`config.mk`:
```
export PLATFORM = sky130hd
export DESIGN_NAME = rv32_dec_exe_core
export DESIGN_NICKNAME = d
export VERILOG_FILES = /design/src/rtl/rv32_dec_exe_core_pkg.sv /design/src/rtl/rv32_dec_exe_core_regfile.sv /design/src/rtl/rv32_dec_exe_core.sv
export SDC_FILE = /design/constraint.sdc
export NUM_CORES = 2
export LEC_CHECK = 0
export CELL_PAD_IN_SITES_DETAIL_PLACEMENT = 0
export CELL_PAD_IN_SITES_GLOBAL_PLACEMENT = 2
export CORE_MARGIN = 2
export CORE_UTILIZATION = 43
export DETAILED_ROUTE_END_ITERATION = 8
export GPL_TIMING_DRIVEN = 0
export PLACE_DENSITY = 0.86
export SLEW_MARGIN = 20
export SYNTH_ARGS = -nofsm -noshare
export SYNTH_HDL_FRONTEND = slang
export SYNTH_SLANG_ARGS = --single-unit
```
`constraint.sdc`:
```
create_clock -name clk -period 15.01 [get_ports clk]
set_input_delay 3.7525 -clock clk [delete_from_list [all_inputs] [get_ports clk]]
set_output_delay 3.7525 -clock clk [all_outputs]
set_load 0.1 [all_outputs]
```
`src/rtl/rv32_dec_exe_core_pkg.sv`:
```
// Shared RV32I encodings and ALU operation set for the decode/execute slice.
package rv32_dec_exe_core_pkg;

  localparam logic [6:0] OPC_LUI    = 7'b0110111;
  localparam logic [6:0] OPC_AUIPC  = 7'b0010111;
  localparam logic [6:0] OPC_JAL    = 7'b1101111;
  localparam logic [6:0] OPC_JALR   = 7'b1100111;
  localparam logic [6:0] OPC_BRANCH = 7'b1100011;
  localparam logic [6:0] OPC_STORE  = 7'b0100011;
  localparam logic [6:0] OPC_OP_IMM = 7'b0010011;
  localparam logic [6:0] OPC_OP     = 7'b0110011;
  localparam logic [6:0] OPC_SYSTEM = 7'b1110011;

  localparam logic [2:0] F3_ADD_SUB = 3'b000;
  localparam logic [2:0] F3_SLL     = 3'b001;
  localparam logic [2:0] F3_SLT     = 3'b010;
  localparam logic [2:0] F3_SLTU    = 3'b011;
  localparam logic [2:0] F3_XOR     = 3'b100;
  localparam logic [2:0] F3_SRL_SRA = 3'b101;
  localparam logic [2:0] F3_OR      = 3'b110;
  localparam logic [2:0] F3_AND     = 3'b111;

  localparam logic [2:0] F3_BEQ  = 3'b000;
  localparam logic [2:0] F3_BNE  = 3'b001;
  localparam logic [2:0] F3_BLT  = 3'b100;
  localparam logic [2:0] F3_BGE  = 3'b101;
  localparam logic [2:0] F3_BLTU = 3'b110;
  localparam logic [2:0] F3_BGEU = 3'b111;

  localparam logic [2:0] F3_SB   = 3'b000;
  localparam logic [2:0] F3_SH   = 3'b001;
  localparam logic [2:0] F3_SW   = 3'b010;
  localparam logic [2:0] F3_JALR = 3'b000;
  localparam logic [2:0] F3_ADDI = 3'b000;

  localparam logic [6:0] F7_BASE = 7'b0000000;
  localparam logic [6:0] F7_ALT  = 7'b0100000;

  localparam logic [31:0] EBREAK_INST = 32'h00100073;

  typedef enum logic [3:0] {
    ALU_ADD,
    ALU_SUB,
    ALU_SLL,
    ALU_SLT,
    ALU_SLTU,
    ALU_XOR,
    ALU_SRL,
    ALU_SRA,
    ALU_OR,
    ALU_AND,
    ALU_PASSB
  } alu_op_e;

endpackage

```
`src/rtl/rv32_dec_exe_core_regfile.sv`:
```
// 32-entry register file: two asynchronous read ports, one write port, x0 hardwired to zero.
module rv32_regfile
  import rv32_dec_exe_core_pkg::*;
#(
  parameter int DATA_LEN = 32
) (
  input  logic                clk,
  input  logic                rst,
  input  logic [4:0]          raddr1_i,
  input  logic [4:0]          raddr2_i,
  output logic [DATA_LEN-1:0] rdata1_o,
  output logic [DATA_LEN-1:0] rdata2_o,
  input  logic                we_i,
  input  logic [4:0]          waddr_i,
  input  logic [DATA_LEN-1:0] wdata_i
);

  logic [DATA_LEN-1:0] regs_q [32];

  // Synchronous clear has priority; writes to x0 are dropped.
  always_ff @(posedge clk) begin
    if (!rst) begin
      for (int i = 0; i < 32; i++) begin
        regs_q[i] <= {DATA_LEN{1'b0}};
      end
    end else if (we_i && (waddr_i != 5'd0)) begin
      regs_q[waddr_i] <= wdata_i;
    end
  end

  assign rdata1_o = (raddr1_i == 5'd0) ? {DATA_LEN{1'b0}} : regs_q[raddr1_i];
  assign rdata2_o = (raddr2_i == 5'd0) ? {DATA_LEN{1'b0}} : regs_q[raddr2_i];

endmodule

```
`src/rtl/rv32_dec_exe_core.sv`:
```
// Single-cycle RV32I decode/execute slice: decodes inst_i, reads the register file,
// and produces ALU writeback, branch/jump redirect and store request combinationally.
module rv32_dec_exe_core
  import rv32_dec_exe_core_pkg::*;
#(
  parameter int DATA_LEN = 32,
  parameter int ADDR_LEN = 32
) (
  input  logic                clk,
  input  logic                rst,
  input  logic [31:0]         inst_i,
  input  logic [ADDR_LEN-1:0] pc_i,
  output logic                branch_taken_o,
  output logic [ADDR_LEN-1:0] branch_target_o,
  output logic                jmp_flag_o,
  output logic [ADDR_LEN-1:0] jmp_target_o,
  output logic                mem_wen_o,
  output logic [ADDR_LEN-1:0] mem_addr_o,
  output logic [DATA_LEN-1:0] mem_wdata_o,
  output logic [3:0]          mem_wmask_o,
  output logic                rd_wen_o,
  output logic [4:0]          rd_addr_o,
  output logic [DATA_LEN-1:0] rd_wdata_o,
  output logic                invalid_o,
  output logic                ebreak_o
);

  localparam logic [DATA_LEN-1:0] INST_BYTES = {{(DATA_LEN-3){1'b0}}, 3'd4};
  localparam logic [ADDR_LEN-1:0] JALR_MASK  = {{(ADDR_LEN-1){1'b1}}, 1'b0};

  logic [6:0] opcode_s, funct7_s;
  logic [2:0] funct3_s;
  logic [4:0] rs1_addr_s, rs2_addr_s;
  logic [DATA_LEN-1:0] rs1_s, rs2_s;
  logic [DATA_LEN-1:0] imm_i_s, imm_s_s, imm_b_s, imm_u_s, imm_j_s;
  logic [DATA_LEN-1:0] alu_a_s, alu_b_s, alu_y_s;
  alu_op_e alu_op_s;
  logic valid_s, rd_wen_s, mem_wen_s, is_branch_s, is_jal_s, is_jalr_s, br_cond_s;
  logic [3:0] wmask_s;

  assign opcode_s   = inst_i[6:0];
  assign funct3_s   = inst_i[14:12];
  assign funct7_s   = inst_i[31:25];
  assign rs1_addr_s = inst_i[19:15];
  assign rs2_addr_s = inst_i[24:20];

  assign imm_i_s = {{(DATA_LEN-12){inst_i[31]}}, inst_i[31:20]};
  assign imm_s_s = {{(DATA_LEN-12){inst_i[31]}}, inst_i[31:25], inst_i[11:7]};
  assign imm_b_s = {{(DATA_LEN-12){inst_i[31]}}, inst_i[7], inst_i[30:25], inst_i[11:8], 1'b0};
  assign imm_u_s = {inst_i[31:12], {(DATA_LEN-20){1'b0}}};
  assign imm_j_s = {{(DATA_LEN-20){inst_i[31]}}, inst_i[19:12], inst_i[20], inst_i[30:21], 1'b0};

  rv32_regfile #(.DATA_LEN(DATA_LEN)) u_regfile (
    .clk      (clk),
    .rst      (rst),
    .raddr1_i (rs1_addr_s),
    .raddr2_i (rs2_addr_s),
    .rdata1_o (rs1_s),
    .rdata2_o (rs2_s),
    .we_i     (rd_wen_o),
    .waddr_i  (inst_i[11:7]),
    .wdata_i  (rd_wdata_o)
  );

  // Decode: classify the instruction and steer ALU operands; enables are gated by valid_s below.
  always_comb begin
    valid_s     = 1'b0;
    rd_wen_s    = 1'b0;
    mem_wen_s   = 1'b0;
    is_branch_s = 1'b0;
    is_jal_s    = 1'b0;
    is_jalr_s   = 1'b0;
    wmask_s     = 4'b0000;
    alu_op_s    = ALU_ADD;
    alu_a_s     = rs1_s;
    alu_b_s     = rs2_s;
    case (opcode_s)
      OPC_LUI: begin
        valid_s  = 1'b1;
        rd_wen_s = 1'b1;
        alu_op_s = ALU_PASSB;
        alu_b_s  = imm_u_s;
      end
      OPC_AUIPC: begin
        valid_s  = 1'b1;
        rd_wen_s = 1'b1;
        alu_a_s  = pc_i;
        alu_b_s  = imm_u_s;
      end
      OPC_JAL: begin
        valid_s  = 1'b1;
        rd_wen_s = 1'b1;
        is_jal_s = 1'b1;
        alu_a_s  = pc_i;
        alu_b_s  = INST_BYTES;
      end
      OPC_JALR: begin
        if (funct3_s == F3_JALR) begin
          valid_s   = 1'b1;
          rd_wen_s  = 1'b1;
          is_jalr_s = 1'b1;
          alu_a_s   = pc_i;
          alu_b_s   = INST_BYTES;
        end else begin
          valid_s = 1'b0;
        end
      end
      OPC_BRANCH: begin
        is_branch_s = 1'b1;
        case (funct3_s)
          F3_BEQ, F3_BNE, F3_BLT, F3_BGE, F3_BLTU, F3_BGEU: valid_s = 1'b1;
          default: valid_s = 1'b0;
        endcase
      end
      OPC_STORE: begin
        mem_wen_s = 1'b1;
        case (funct3_s)
          F3_SB: begin valid_s = 1'b1; wmask_s = 4'b0001; end
          F3_SH: begin valid_s = 1'b1; wmask_s = 4'b0011; end
          F3_SW: begin valid_s = 1'b1; wmask_s = 4'b1111; end
          default: valid_s = 1'b0;
        endcase
      end
      OPC_OP_IMM: begin
        rd_wen_s = 1'b1;
        alu_b_s  = imm_i_s;
        if (funct3_s == F3_ADDI) begin
          valid_s = 1'b1;
        end else begin
          valid_s = 1'b0;
        end
      end
      OPC_OP: begin
        rd_wen_s = 1'b1;
        if (funct7_s == F7_BASE) begin
          valid_s = 1'b1;
          case (funct3_s)
            F3_ADD_SUB: alu_op_s = ALU_ADD;
            F3_SLL:     alu_op_s = ALU_SLL;
            F3_SLT:     alu_op_s = ALU_SLT;
            F3_SLTU:    alu_op_s = ALU_SLTU;
            F3_XOR:     alu_op_s = ALU_XOR;
            F3_SRL_SRA: alu_op_s = ALU_SRL;
            F3_OR:      alu_op_s = ALU_OR;
            F3_AND:     alu_op_s = ALU_AND;
            default:    alu_op_s = ALU_ADD;
          endcase
        end else if (funct7_s == F7_ALT) begin
          case (funct3_s)
            F3_ADD_SUB: begin valid_s = 1'b1; alu_op_s = ALU_SUB; end
            F3_SRL_SRA: begin valid_s = 1'b1; alu_op_s = ALU_SRA; end
            default:    valid_s = 1'b0;
          endcase
        end else begin
          valid_s = 1'b0;
        end
      end
      OPC_SYSTEM: begin
        if (inst_i == EBREAK_INST) begin
          valid_s = 1'b1;
        end else begin
          valid_s = 1'b0;
        end
      end
      default: valid_s = 1'b0;
    endcase
  end

  // ALU shared by all writeback producers.
  always_comb begin
    alu_y_s = {DATA_LEN{1'b0}};
    case (alu_op_s)
      ALU_ADD:   alu_y_s = alu_a_s + alu_b_s;
      ALU_SUB:   alu_y_s = alu_a_s - alu_b_s;
      ALU_SLL:   alu_y_s = alu_a_s << alu_b_s[4:0];
      ALU_SLT:   alu_y_s = {{(DATA_LEN-1){1'b0}}, ($signed(alu_a_s) < $signed(alu_b_s))};
      ALU_SLTU:  alu_y_s = {{(DATA_LEN-1){1'b0}}, (alu_a_s < alu_b_s)};
      ALU_XOR:   alu_y_s = alu_a_s ^ alu_b_s;
      ALU_SRL:   alu_y_s = alu_a_s >> alu_b_s[4:0];
      ALU_SRA:   alu_y_s = $unsigned($signed(alu_a_s) >>> alu_b_s[4:0]);
      ALU_OR:    alu_y_s = alu_a_s | alu_b_s;
      ALU_AND:   alu_y_s = alu_a_s & alu_b_s;
      ALU_PASSB: alu_y_s = alu_b_s;
      default:   alu_y_s = {DATA_LEN{1'b0}};
    endcase
  end

  // Branch condition from funct3; only consumed when the opcode is BRANCH.
  always_comb begin
    br_cond_s = 1'b0;
    case (funct3_s)
      F3_BEQ:  br_cond_s = (rs1_s == rs2_s);
      F3_BNE:  br_cond_s = (rs1_s != rs2_s);
      F3_BLT:  br_cond_s = ($signed(rs1_s) < $signed(rs2_s));
      F3_BGE:  br_cond_s = ($signed(rs1_s) >= $signed(rs2_s));
      F3_BLTU: br_cond_s = (rs1_s < rs2_s);
      F3_BGEU: br_cond_s = (rs1_s >= rs2_s);
      default: br_cond_s = 1'b0;
    endcase
  end

  assign branch_taken_o  = valid_s & is_branch_s & br_cond_s;
  assign branch_target_o = pc_i + imm_b_s;
  assign jmp_flag_o      = valid_s & (is_jal_s | is_jalr_s);
  assign jmp_target_o    = is_jalr_s ? ((rs1_s + imm_i_s) & JALR_MASK) : (pc_i + imm_j_s);
  assign mem_wen_o       = valid_s & mem_wen_s;
  assign mem_addr_o      = rs1_s + imm_s_s;
  assign mem_wdata_o     = rs2_s;
  assign mem_wmask_o     = valid_s ? wmask_s : 4'b0000;
  assign rd_wen_o        = valid_s & rd_wen_s;
  assign rd_addr_o       = inst_i[11:7];
  assign rd_wdata_o      = alu_y_s;
  assign invalid_o       = ~valid_s;
  assign ebreak_o        = (inst_i == EBREAK_INST);

endmodule

```
==> impl_metrics.prom <==
# TYPE chip_impl_metric gauge
chip_impl_info{name="hold_class",value="register to register"} 1
chip_impl_metric{name="regArea",unit="mm2"} 0.0307
chip_impl_metric{name="dr.first_iter.drc_count",unit=""} 11000
chip_impl_metric{name="post_route_cells_drive_above_1_share",unit="%"} 22.6
chip_impl_metric{name="achievable-frequency",unit="MHz"} 65.8
chip_impl_metric{name="clock_power_share",unit="%"} 24.5
chip_impl_metric{name="total_non_filler_cell_area_in_the_finished_layout",unit="mm2"} 0.0810
chip_impl_metric{name="cap_viol_max_count",unit=""} 0
chip_impl_metric{name="antenna_found_initial",unit=""} 31
chip_impl_metric{name="rr_worst_depth",unit=""} 23
chip_impl_metric{name="floorplan.die_area",unit="mm2"} 0.163
chip_impl_metric{name="clk_path_buf_depth",unit=""} 3
chip_impl_metric{name="place_worst_setup_slack",unit="ns"} -3.80
chip_impl_metric{name="cp.required",unit="ns"} 11.26
chip_impl_metric{name="finalWorstPathRequiredPeriod",unit="ns"} 15.20
chip_impl_metric{name="route.detailed.wl_per_inst",unit="um"} 45.3
chip_impl_metric{name="ir_drop",unit="V"} 0.000158
chip_impl_metric{name="tns",unit="ns"} -1.39
chip_impl_info{name="critPathLaunchType",value="primary input"} 1
chip_impl_metric{name="hold-path-cell-count",unit=""} 10
chip_impl_metric{name="period_utilization_post_route",unit="%"} 101
chip_impl_info{name="outcome",value="finished, violations left"} 1
chip_impl_metric{name="synth-seq-cells",unit=""} 1024
chip_impl_metric{name="floorplan.io_pins",unit=""} 241
chip_impl_metric{name="syn_inst",unit=""} 6045
chip_impl_info{name="synth.top_cells.by_count",value="1,230 x sky130_fd_sc_hd__nor2_1, 1,024 x sky130_fd_sc_hd__edfxtp_1, 486 x sky130_fd_sc_hd__mux4_2"} 1
chip_impl_metric{name="areaGrowthSynthToFinish",unit="%"} 17.8
chip_impl_info{name="crit_path_end_kind",value="output pin"} 1
chip_impl_metric{name="holdBufCountCts",unit=""} 0
chip_impl_metric{name="h-tree-depth",unit=""} 3
chip_impl_metric{name="timing_worst_slew_pin_value",unit="ns"} 1.43
chip_impl_metric{name="slew_violations",unit=""} 0
chip_impl_metric{name="multiInputGateArea",unit="mm2"} 0.0359
chip_impl_info{name="min_to",value="u_regfile.regs_q[7][11]"} 1
chip_impl_info{name="hold_path_startpoint",value="u_regfile.regs_q[14][11]"} 1
chip_impl_metric{name="switching_power",unit="uW"} 4660
chip_impl_metric{name="cts-buffers-inserted",unit=""} 98
chip_impl_metric{name="dpl-instance-area",unit="mm2"} 0.0756
chip_impl_metric{name="clock_sink_count",unit=""} 1024
chip_impl_metric{name="nFillCells",unit=""} 14100
chip_impl_metric{name="number_of_global_route_vias_before_repair",unit=""} 59200
chip_impl_metric{name="first_pass_grt_wire_length",unit="um"} 517000
chip_impl_metric{name="largest_register_ffs",unit=""} 1024
chip_impl_info{name="cts_tree",value="built"} 1
chip_impl_info{name="crit_type",value="primary input to output pin"} 1
chip_impl_metric{name="placement_rows",unit=""} 146
chip_impl_metric{name="vias_per_cell",unit=""} 7.20
chip_impl_metric{name="gr-usage-all-layers",unit="%"} 47.3
chip_impl_metric{name="vias",unit=""} 62700
chip_impl_metric{name="yosysWarnings",unit=""} 0
chip_impl_metric{name="synth.avg_cell_area",unit="um2"} 11.4
chip_impl_metric{name="worst_clock_skew",unit="ns"} 0.0471
chip_impl_info{name="worst_r2r_startpoint",value="u_regfile.regs_q[30][2]"} 1
chip_impl_metric{name="netlist-cell-type-count",unit=""} 103
chip_impl_metric{name="drt_first_pass_iters",unit=""} 7
chip_impl_metric{name="relative_max_transition_margin",unit="%"} 4.72
chip_impl_info{name="critical_path.reg2reg.endpoint",value="u_regfile.regs_q[19][28]"} 1
chip_impl_metric{name="detail_route.wirelength",unit="um"} 394000
chip_impl_metric{name="cellPowerDensity",unit="mW/mm2"} 130
chip_impl_metric{name="maximum_number_of_pins_on_one_net_before_global_route_repair",unit=""} 35
chip_impl_metric{name="global_route.overflow_total",unit=""} 0
chip_impl_metric{name="hold_ws",unit="ns"} 2.10
chip_impl_metric{name="swShare",unit="%"} 44.3
chip_impl_metric{name="detail-route-antenna-nets",unit=""} 0
chip_impl_metric{name="coreArea",unit="mm2"} 0.159
chip_impl_metric{name="async_reset_ff_share",unit="%"} 0
chip_impl_metric{name="worst_setup_hold_path_clk_slew",unit="ns"} 0.07
chip_impl_metric{name="start_util",unit="%"} 43.4
chip_impl_metric{name="hpwlAfterDp",unit="um"} 289000
chip_impl_metric{name="leakage_power_total",unit="uW"} 0.0309
chip_impl_metric{name="finalWorstSetupSlack",unit="ns"} -0.191
chip_impl_metric{name="synth_area",unit="mm2"} 0.0688
chip_impl_metric{name="synth-edff-count",unit=""} 1024
chip_impl_metric{name="synth.yosys.seq_area_share",unit="%"} 44.7
chip_impl_metric{name="critPathMaxFanout",unit=""} 10
chip_impl_info{name="rsz0062_at_grt",value="true"} 1
chip_impl_info{name="synth.top_cells.by_area",value="sky130_fd_sc_hd__edfxtp_1 45%, sky130_fd_sc_hd__mux4_2 16%, sky130_fd_sc_hd__nor2_1 6.7%, sky130_fd_sc_hd__mux2i_1 4.3%, sky130_fd_sc_hd__ha_1 3.9%"} 1
chip_impl_metric{name="io_buffers",unit=""} 238
chip_impl_metric{name="die_span_y",unit="um"} 404
chip_impl_metric{name="combinationalPowerShare",unit="%"} 44.2
chip_impl_metric{name="worstSkewPairLatency",unit="ns"} 0.76
chip_impl_metric{name="fp.dieW",unit="um"} 404
chip_impl_metric{name="seq_power_share",unit="%"} 31.3
chip_impl_info{name="yosysTopAreaCell",value="sky130_fd_sc_hd__edfxtp_1"} 1
chip_impl_metric{name="p_int",unit="uW"} 5860
chip_impl_metric{name="finalPower",unit="uW"} 10500
chip_impl_metric{name="timing_hold_violations_final",unit=""} 0
chip_impl_info{name="clock-root-buffer",value="sky130_fd_sc_hd__clkbuf_16"} 1
chip_impl_info{name="largest_registers",value="u_regfile.regs_q (1024)"} 1
chip_impl_info{name="failed_checks",value="setup timing"} 1
chip_impl_info{name="synth-main-ff-cell",value="sky130_fd_sc_hd__edfxtp_1"} 1
chip_impl_metric{name="fraction_of_post_synthesis_cell_area_in_the_top_cell_type_by_area",unit="%"} 44.7
chip_impl_metric{name="reg_to_reg_setup_timing_slack",unit="ns"} 7.78
chip_impl_info{name="largest_register",value="u_regfile.regs_q"} 1
chip_impl_metric{name="report.final.setup_viol",unit=""} 19
chip_impl_metric{name="layout.nets",unit=""} 6820
chip_impl_info{name="top_count_cell_post_synth",value="sky130_fd_sc_hd__nor2_1"} 1
chip_impl_metric{name="gpl.final_weighted_congestion",unit=""} 1.04
chip_impl_metric{name="arrival",unit="ns"} 11.45
chip_impl_metric{name="drc_errors",unit=""} 0
-- stage by stage --
stage               cells  utilization, %
CTS                  8671            50.6
detailed placement   8449            47.6
global placement     8386            46.6
global route         8686            51.1
floorplan            6076               -
finish               8699            51.1
-- worst max-delay path: stages --
cell and delay [ns]:
sky130_fd_sc_hd__clkbuf_4 0.30, sky130_fd_sc_hd__buf_12 0.23, sky130_fd_sc_hd__buf_4 0.46, sky130_fd_sc_hd__clkbuf_4 0.58, sky130_fd_sc_hd__mux2i_1 0.29, sky130_fd_sc_hd__o22a_1 0.15, sky130_fd_sc_hd__nand4_1 0.76, sky130_fd_sc_hd__a32oi_4 0.80
sky130_fd_sc_hd__inv_1 0.20, sky130_fd_sc_hd__mux2i_1 0.71, sky130_fd_sc_hd__nor3_1 0.08, sky130_fd_sc_hd__a221oi_1 0.65, sky130_fd_sc_hd__o22ai_1 0.21, sky130_fd_sc_hd__a211o_1 0.42, sky130_fd_sc_hd__a21oi_1 0.72, sky130_fd_sc_hd__buf_2 0.38
sky130_fd_sc_hd__inv_1 0.06, sky130_fd_sc_hd__dlygate4sd2_1 0.60
-- per-layer routing --
metal  GRT usage (%)  vias up  share of wire (%)
li1                -    23800                  -
met1            52.8    30800                 32
met2            68.5     6098                 42
met3            21.6     1908                 15
met4            40.3       34                 11
met5            2.02        -               0.20
-- logic make-up after synthesis --
logic type / share of synthesized area [%]
and+or+nand+nor: 12.2
AOI/OAI and AO/OA: 11.2
DFF: 44.7
muxes: 20.8
buffers and inverters: 5.29
adders and majority gates: 4.09
xor gates and xnor gates: 1.69
other: 0.00545
-- how the worst max path moves through the flow --
stage / start / to / slack (ns) / depth (start not counted)
after detailed placement: inst_i[21] / rd_wdata_o[27] / -3.80 / 29
after CTS: inst_i[20] / rd_wdata_o[27] / -0.09 / 31
after global routing: inst_i[20] / rd_wdata_o[29] / -0.07 / 28
after floorplan: inst_i[23] / rd_wdata_o[27] / 0.10 / 25
after global placement: inst_i[16] / rd_wdata_o[28] / -6.16 / 23
final: inst_i[15] / rd_wdata_o[3] / -0.19 / 18
-- area by class of cell --
cell class / count / area share, %
Multi-Input combinational cell: 4315 / 44.3
Buffer: 516 / 4.63
Timing Repair Buffer: 369 / 4.99
Antenna cell: 13 / 0.0402
Sequential cell: 1024 / 38.0
Clock buffer: 112 / 3.14
Inverter: 209 / 0.989
Tap cell: 2072 / 3.20
Clock inverter: 69 / 0.775
-- cells in the final DEF, fill, tap and decap left out, types with 141 or more instances in the layout --
master,Yosys,layout
sky130_fd_sc_hd__nand2_1,348,316
sky130_fd_sc_hd__buf_2,189,168
sky130_fd_sc_hd__mux4_2,486,486
sky130_fd_sc_hd__a21oi_1,293,282
sky130_fd_sc_hd__edfxtp_1,1024,1024
sky130_fd_sc_hd__clkdlybuf4s50_1,0,181
sky130_fd_sc_hd__ha_1,215,209
sky130_fd_sc_hd__inv_1,190,187
sky130_fd_sc_hd__o21ai_0,195,180
sky130_fd_sc_hd__nor2_1,1230,1223
sky130_fd_sc_hd__buf_4,70,141
sky130_fd_sc_hd__mux2i_1,295,289
-- timing repair --
item	4_1_cts	5_1_grt
setup endpoints to repair	94	55
pin swaps	28	11
gates resized for setup	463	171
setup buffers	48	20
-- power by group through the flow --
| stage | clock network [uW] | registers (uW) | logic [uW] |
|---|---|---|---|
| finish | 2580 | 3290 | 4650 |
| global route | 2630 | 3300 | 4700 |
| CTS | 2530 | 3290 | 4420 |
| detailed placement | 0 | 3350 | 4240 |
| global placement | 0 | 3350 | 4160 |
| floorplan | 0 | 3330 | 2640 |
Power figures use the tool's default switching activity.
